<file path="src/rtl/store_pkg.sv">
// Shared types and defaults for the store narrowing path.
package store_pkg;

    typedef enum logic [1:0] {
        SZ_BYTE = 2'b00,
        SZ_HALF = 2'b01,
        SZ_WORD = 2'b10,
        SZ_BAD  = 2'b11
    } size_t;

    typedef enum logic [1:0] {
        IDLE = 2'b00,
        REQ  = 2'b01,
        FIN  = 2'b10,
        ERR  = 2'b11
    } state_t;

    localparam int TIMEOUT_DEFAULT = 16;

endpackage

</file>
<file path="src/rtl/store_lane_align.sv">
// Maps a store size, low address bits and register value onto byte lanes.
module store_lane_align
    import store_pkg::*;
(
    input  logic [1:0]  size,
    input  logic [1:0]  addr_lo,
    input  logic [31:0] wdata,
    output logic [3:0]  be,
    output logic [31:0] data,
    output logic        fits,
    output logic        illegal
);

    size_t sz;
    assign sz = size_t'(size);

    // Lane replication, byte enables, round-trip check and alignment error.
    always_comb begin
        be      = '0;
        data    = '0;
        fits    = 1'b0;
        illegal = 1'b0;
        case (sz)
            SZ_BYTE: begin
                be   = 4'b0001 << addr_lo;
                data = {4{wdata[7:0]}};
                fits = (&wdata[31:7]) | ~(|wdata[31:7]);
            end
            SZ_HALF: begin
                illegal = addr_lo[0];
                be      = addr_lo[1] ? 4'b1100 : 4'b0011;
                data    = {2{wdata[15:0]}};
                fits    = (&wdata[31:15]) | ~(|wdata[31:15]);
            end
            SZ_WORD: begin
                illegal = |addr_lo;
                be      = 4'b1111;
                data    = wdata;
                fits    = 1'b1;
            end
            default: begin
                illegal = 1'b1;
            end
        endcase
    end

endmodule

</file>
<file path="src/rtl/store_narrow.sv">
// Store path: narrows a register value onto byte lanes and runs one
// watchdog-guarded write transaction to data memory.
//
//   state | meaning
//   IDLE  | waiting for start; inputs latched on acceptance
//   REQ   | mem_req held, watchdog counting, waiting for mem_ack
//   FIN   | done pulse (success or watchdog abort)
//   ERR   | done pulse with err_align, no memory access made
module store_narrow
    import store_pkg::*;
#(
    parameter int TIMEOUT = TIMEOUT_DEFAULT
) (
    input  logic        clk,
    input  logic        reset,
    input  logic        start,
    input  logic [1:0]  size,
    input  logic [31:0] addr,
    input  logic [31:0] wdata,
    output logic        busy,
    output logic        done,
    output logic        err_align,
    output logic        err_timeout,
    output logic        fits,
    output logic        mem_req,
    output logic [31:0] mem_addr,
    output logic [31:0] mem_wdata,
    output logic [3:0]  mem_be,
    input  logic        mem_ack
);

    localparam int WDW = (TIMEOUT > 2) ? $clog2(TIMEOUT) : 1;

    state_t         state, state_nxt;
    logic [WDW-1:0] wd;
    logic           fits_q;
    logic           accept;
    logic           expire;
    logic [3:0]     la_be;
    logic [31:0]    la_data;
    logic           la_fits;
    logic           la_illegal;

    store_lane_align u_align (
        .size    (size),
        .addr_lo (addr[1:0]),
        .wdata   (wdata),
        .be      (la_be),
        .data    (la_data),
        .fits    (la_fits),
        .illegal (la_illegal)
    );

    // Next-state decode; ack takes priority over watchdog expiry.
    always_comb begin
        state_nxt = state;
        accept    = 1'b0;
        expire    = 1'b0;
        case (state)
            IDLE: begin
                if (start) begin
                    accept    = 1'b1;
                    state_nxt = la_illegal ? ERR : REQ;
                end
            end
            REQ: begin
                if (mem_ack) begin
                    state_nxt = FIN;
                end else if (wd == WDW'(TIMEOUT - 1)) begin
                    expire    = 1'b1;
                    state_nxt = FIN;
                end
            end
            FIN:     state_nxt = IDLE;
            ERR:     state_nxt = IDLE;
            default: state_nxt = IDLE;
        endcase
    end

    // State register.
    always_ff @(posedge clk) begin
        if (reset) state <= IDLE;
        else       state <= state_nxt;
    end

    // Watchdog: zero outside REQ, so it starts from zero on every request.
    always_ff @(posedge clk) begin
        if (reset)             wd <= '0;
        else if (state == REQ) wd <= wd + WDW'(1);
        else                   wd <= '0;
    end

    // Registered outputs derived from the upcoming state; memory-side
    // values are captured once at acceptance and held thereafter.
    always_ff @(posedge clk) begin
        if (reset) begin
            busy        <= 1'b0;
            done        <= 1'b0;
            err_align   <= 1'b0;
            err_timeout <= 1'b0;
            fits        <= 1'b0;
            mem_req     <= 1'b0;
            mem_addr    <= '0;
            mem_wdata   <= '0;
            mem_be      <= '0;
            fits_q      <= 1'b0;
        end else begin
            busy        <= (state_nxt != IDLE);
            done        <= (state_nxt == FIN) || (state_nxt == ERR);
            err_align   <= (state_nxt == ERR);
            err_timeout <= expire;
            fits        <= (state_nxt == FIN) ? fits_q : 1'b0;
            mem_req     <= (state_nxt == REQ);
            if (accept && !la_illegal) begin
                mem_addr  <= {addr[31:2], 2'b00};
                mem_wdata <= la_data;
                mem_be    <= la_be;
                fits_q    <= la_fits;
            end
        end
    end

endmodule

</file>
<file path="config.mk">
export PLATFORM = sky130hd
export DESIGN_NAME = store_narrow
export DESIGN_NICKNAME = d
export VERILOG_FILES = /design/src/rtl/store_pkg.sv /design/src/rtl/store_lane_align.sv /design/src/rtl/store_narrow.sv
export SDC_FILE = /design/constraint.sdc
export NUM_CORES = 1
export LEC_CHECK = 0
export ABC_AREA = 1
export ABC_CLOCK_PERIOD_IN_PS = 1300
export CAP_MARGIN = 20
export CORE_ASPECT_RATIO = 0.9
export CORE_UTILIZATION = 38
export CTS_CLUSTER_DIAMETER = 30
export DETAILED_ROUTE_END_ITERATION = 12
export GPL_TIMING_DRIVEN = 0
export PLACE_DENSITY = 0.76
export SETUP_SLACK_MARGIN = 0.15
export SLEW_MARGIN = 20
export SYNTH_ARGS = -nofsm -noshare
export SYNTH_HDL_FRONTEND = slang
export SYNTH_SLANG_ARGS = --single-unit
</file>
<file path="constraint.sdc">
create_clock -name clk -period 1.3 [get_ports clk]
set_input_delay 0.26 -clock clk [delete_from_list [all_inputs] [get_ports clk]]
set_output_delay 0.26 -clock clk [all_outputs]
set_load 0.02 [all_outputs]
</file>
### Word level (Yosys, flattened, before mapping)

Index checks and enable logic that the tools add are counted.
W data, S select, Z words.

| cells by class | value |
|---|---|
| $add $sub $neg | 1 |
| equal/unequal tests | 9 |
| shifts and indexed selects | 1 |
| mux-type cells | 13 |
| bitwise logic cells | 6 |
| reduce and logical (&&, ||, !) cells | 15 |

Operators with widths:

| cell | number |
|---|---|
| $pmux W32 S3 | 1 |
| $reduce_and A25 Y1 | 1 |
| $reduce_or A25 Y1 | 1 |
| $reduce_and A17 Y1 | 1 |
| $reduce_or A17 Y1 | 1 |
| $pmux W4 S3 | 1 |
| $eq A2 B2 Y1 const B | 5 |
| $mux W2 | 4 |
| $reduce_or A2 Y1 | 4 |
| $eq A2 B1 Y1 const B | 3 |
| $pmux W1 S3 | 2 |
| $pmux W2 S3 | 1 |
| $add A4 B1 Y4 const B | 1 |
| $eq A4 B4 Y1 const B | 1 |
| $logic_not A2 Y1 | 2 |
| $mux W4 | 1 |
| $not A1 Y1 | 4 |
| $shl A1 B2 Y4 const A | 1 |
| $mux W1 | 3 |
| $reduce_or A3 Y1 | 1 |
| $or A1 B1 Y1 | 2 |
| $reduce_bool A2 Y1 | 1 |
| $logic_and A1 B1 Y1 | 1 |
| $logic_not A1 Y1 | 1 |
| $logic_or A1 B1 Y1 | 1 |

| storage, ports and cells | value |
|---|---|
| register bits | 79 |
| output and inout bits | 74 |

### Logic depth before layout (Yosys ltp)

| depth | value |
|---|---|
| depth after elaboration | 8 |
| mapped depth | 10 |

### Cells and area by module

A second synthesis with hierarchy kept.

| second synthesis, totals | value |
|---|---|
| cell total of the unflattened synthesis | 512 |
| area total of the unflattened synthesis | 3,658.5 µm² |

By module, submodules not included:

| module | instances | cells an instance | area an instance (µm²) |
|---|---|---|---|
| store_narrow | 1 | 355 | 2,934.1 |
| store_lane_align | 1 | 157 | 724.4 |

### Least setup slack after synthesis

Ideal clock, no wire load.

| timing path | value |
|---|---|
| kind | input port to flip-flop |
| start | input size[1] |
| end | register mem_wdata[11] |
| arrival | 1.150 ns |
| required time | 1.168 ns |
| path slack | 0.018 ns |
| cell stages on the path | 7 |
| cells stage by stage | buf_2 -> nor2_4 -> clkinv_1 -> nand2_1 -> nor2_1 -> o21ai_1 -> a21oi_1 |

| between the ends | value |
|---|---|
| cells in the longest elaborated chain, start to end | 4 |

RTL lines:

| item | line | source |
|---|---|---|
| start, declared | store_narrow.sv:17 | `input logic [1:0] size,` |
| $eq A2 B2 Y1, or another cell as far along | store_lane_align.sv:23 | `case (sz)` |
| $pmux W1 S3 | store_lane_align.sv:23 |  |
| $logic_not A1 Y1 | store_narrow.sv:114 | `if (accept && !la_illegal) begin` |
| $logic_and A1 B1 Y1 | store_narrow.sv:114 |  |
| end signal, assigned | store_narrow.sv:116 | `mem_wdata <= la_data;` |
| end, declared | store_narrow.sv:27 | `output logic [31:0] mem_wdata,` |

Parallel ways exist; a longest one is shown, timed or not.
A chain may end at the register's enable or synchronous reset.

### Worst setup path in the final report

| timing path | value |
|---|---|
| start | register state[1] |
| end | register mem_wdata[26] |

| between the ends | value |
|---|---|
| cells in the longest elaborated chain, start to end | 3 |

RTL lines:

| item | line | source |
|---|---|---|
| start, declared | store_narrow.sv:34 | `state_t state, state_nxt;` |
| start signal, assigned | store_narrow.sv:83 | `else state <= state_nxt;` |
| $logic_not A2 Y1 | store_narrow.sv:59 | `case (state)` |
| $mux W1 | store_narrow.sv:59 |  |
| $logic_and A1 B1 Y1 | store_narrow.sv:114 |  |

No other way between the ends.

==> metrics.md <==
| Metric | Value |
|---|---|
| Failing checks | setup timing |
| Die Wd | 101.6 microns |
| # clock sinks | a little under 80 |
| Number of CTS-inserted buffers | 9 |
| CTS HTree Levels | 3 |
| Worst Setup End Kind | register |
| Seq cells post-synth | slightly below 80 |
| Worst-skew pair later-pin latency | ~0.36 ns |
| Synth Area in Compound Gates | 0.1651 |
| Cell variety after synth | 25 |
| Clk pwr share | 0.340 |
| Syn avg cell area | around 7 sq um |
| Core Footprint | roughly 0.0086 sq mm |
| Biggest area consumer among synthesized cells | dfxtp_1 |
| Int Power | about 4.4 mW |
| Synth top area share | 0.4657 |
| GR Overflow Total | 0 |
| # rows | 32 |
| Sw power | around 1.8 mW |
| Fin crit share | 1.038 |
| Final #Nets | 730 |
| Max stage delay on crit path | about 0.34 ns |
| Via count | ~3,900 |
| Setup crit start kind | register |
| Wirelength, routed | between 10,000 and 15,000 microns |
| Syn-to-layout area delta | 66.54% |
| Critical Path Slowest Stage Cell | dfxtp_2 |
| Class of the most critical setup path | register to register |
| Top delay family on crit path | buffers and inverters |
| Initial DRC count | 243 |
| Max Cap Viol | 0 |
| GRT Overall Usage | 0.2426 |
| Drt via density | approximately 5.0 |
| Mapped Area | approximately 0.0034 sq mm |
| Minimum clock period after layout | between 1 and 1.5 ns |
| Fmax | between 0.7 and 0.8 GHz |
| Synth top area cells | dfxtp_1 (47%), nor2_1 (13%), nand2_1 (8.8%) |
| Leakage | 2.712 nW |
| Pin count of the biggest net entering global routing | 15 |
| Multi-input gate area | between 0.0015 and 0.002 sq mm |
| Non-Filler Instances | 783 |
| Final setup violation count | 40 |
| Critical Path AT | about 1.6 ns |
| Placed cells | ~750 |
| Io pins | 144 |
| CP cell instances | inv_2 -> nand3_4 -> nor2_4 -> buf_8 -> buf_6 -> o21ai_1 -> a21oi_1 |
| Fraction of synthesized cell area in xor and xnor cells | 0 |
| Seq/Total Area, Yosys | 0.4657 |
| Largest family of logic cells by synthesized area | simple AND/OR/NAND/NOR gates |
| Synth warnings | 0 |
| Post-DP HPWL | between 8000 and 9000 microns |
| Switching Share | 0.2930 |
| VDD IR max | roughly 0.00065 V |
| HP Class | input port to register |
| Routed length per instance | 15.21 microns |
| # diodes | 0 |
| Clock skew | a little over 0.006 ns |
| Final setup margin | -0.04948 ns |
| Buffers plus inverters on the worst setup path | 3 |
| Layout cells sized above 1 | 0.3328 |
| Worst Path Required | 1.59 ns |
| Overall Power | 6.257 mW |
| Die area | between 0.009 and 0.01 sq mm |
| Final setup TNS | -0.7168 ns |
| Final Hold Vio Count | 0 |
| Worst-case clock buffer depth | 2 |
| Antenna violations before repair | 0 |
| Pwr Density | 1106 mW/mm^2 |
| Clock Pin Slew Worst Setup and Hold Paths | around 0.090 ns |
| GPL Wtd Cong | between 0.8 and 0.9 |
| Mux share of post-synthesis cell area | 0 |
| First-pass GRT wire length | 17,400 microns |
| Power share of the combinational group | 0.235 |
| Die Ht | just over 90 microns |
| CP max FO | 9 |
| Clock Root Buffer | clkbuf_8 |
| # fillers | roughly 730 |
| IO buf count | 140 |
| Final Slew Violations | 0 |
| Initial Util | 0.3945 |
| Gate Count Post-Synth | around 490 |
| Unrepaired setup endpoints after global routing | yes |
| Storage cell area | about 0.0016 sq mm |
| Residual DRC | 0 |
| Final antenna-violating net count | 0 |
| Status | finished with violations |
| Synth Area in Simple Gates | 0.2671 |
| First drt pass iteration count | 5 |
| Sequential group share of total power | 0.425 |
| Vias in the first global route | roughly 3,600 |
| Adder-Cell Fraction of Synth Area | 0.003685 |
| TritonCTS clock tree | built |
[final timing paths]
path	cells past startpoint	from	endpoint	slack, ns
hold / removal	3	wdata[20]	mem_wdata[20]	0.25
setup reg to reg	7	state[1]	mem_wdata[26]	-0.05
hold reg to reg	2	fits_q	fits	0.45
setup / recovery	7	state[1]	mem_wdata[26]	-0.05
[power groups by stage]
stage,combinational (mW),clock (mW),sequential [mW]
3_5_place_dp,1.25,0,2.70
3_3_place_gp,1.23,0,2.69
2_1_floorplan,0.440,0,2.86
5_1_grt,1.57,2.24,2.68
6_report,1.47,2.13,2.66
4_1_cts,1.27,2.15,2.64
[registers in the layout (all words and copies together) (netlist names)]
name	flops
mem_wdata	32
mem_addr	30
mem_be	4
wd	4
state	2
busy	1
done	1
err_align	1
err_timeout	1
fits	1
fits_q	1
mem_req	1
[area by class of cell]
class | count | share of cell area
Multi-Input combinational cell | 339 | 0.2987
Sequential cell | 79 | 0.2845
Timing Repair Buffer | 161 | 0.2735
Buffer | 27 | 0.04712
Inverter | 42 | 0.02920
Tap cell | 119 | 0.02633
Clock buffer | 11 | 0.02500
Clock inverter | 5 | 0.01571
[kinds of logic after synthesis]
group / after synthesis
buffers and inverters: 69
other: 1
DFF: 79
adders and majority gates: 1
AOI/OAI and AO/OA: 108
and+or+nand+nor: 228
[layout by cell type (no fill, tap or decap), types with 2 or more instances in the layout]
master and instances:
nand2_1 68, buf_2 24, o21ai_1 39, bufinv_16 2, nand2_2 11, o21ai_2 14
clkbuf_2 4, dlymetal6s2s_1 20, buf_1 2, inv_8 2, clkbuf_8 10, dfxtp_1 59
a31oi_1 6, nand3_1 17, dlygate4sd2_1 7, inv_2 8, nor2_2 21, nor2_1 98
buf_4 58, clkdlybuf4s50_1 40, buf_6 9, buf_16 2, clkbuf_16 6, a21oi_2 4
clkbuf_1 3, o21ai_0 15, nor2_4 5, a21oi_1 23, dfxtp_2 19, o22ai_1 7
nor3_1 2, buf_8 11, inv_1 32, conb_1 2
[metal layers]
layer  share of wire  global-route usage
met4           0.022             0.08213
met2            0.49              0.4065
met3           0.082             0.05030
met5               0                   0
met1            0.41              0.3071
[through the flow]
step           setup slack [ns]  hold WS, ns    util  area [sq um]
2_1_floorplan            0.1248       0.3389       -          3420
3_3_place_gp            -0.6142       0.4284  0.5773          4970
3_5_place_dp            -0.6659       0.4345  0.5773          4970
4_1_cts                 0.03930       0.3102  0.5981          5149
5_1_grt                 -0.1290       0.2611  0.6570          5655
6_report               -0.04948       0.2520  0.6570          5655
[repair_timing]
item / CTS / global route
setup buffers: 7 / 3
hold buffers: 0 / 0
pin swaps: 10 / 19
setup endpoints to repair: 146 / 125
resized for setup: 368 / 137
gates cloned: 5 / 6
[cells in the mapped netlist (all sizes together)]
cell type	number
inv	41
nand2	80
nand4	1
clkinv	1
nor4	1
clkbuf	8
or2	1
nor3	2
ha	1
dfxtp	79
nand3	19
o22ai	7
conb	1
a21oi	27
nor2	124
a31oi	6
buf	19
o21ai	68
[worst min-delay path, cell delays in order]
cell and delay, ns:
dlymetal6s2s_1 0.14, nand3_1 0.09, a31oi_1 0.08
Power figures use the tool's default switching activity.
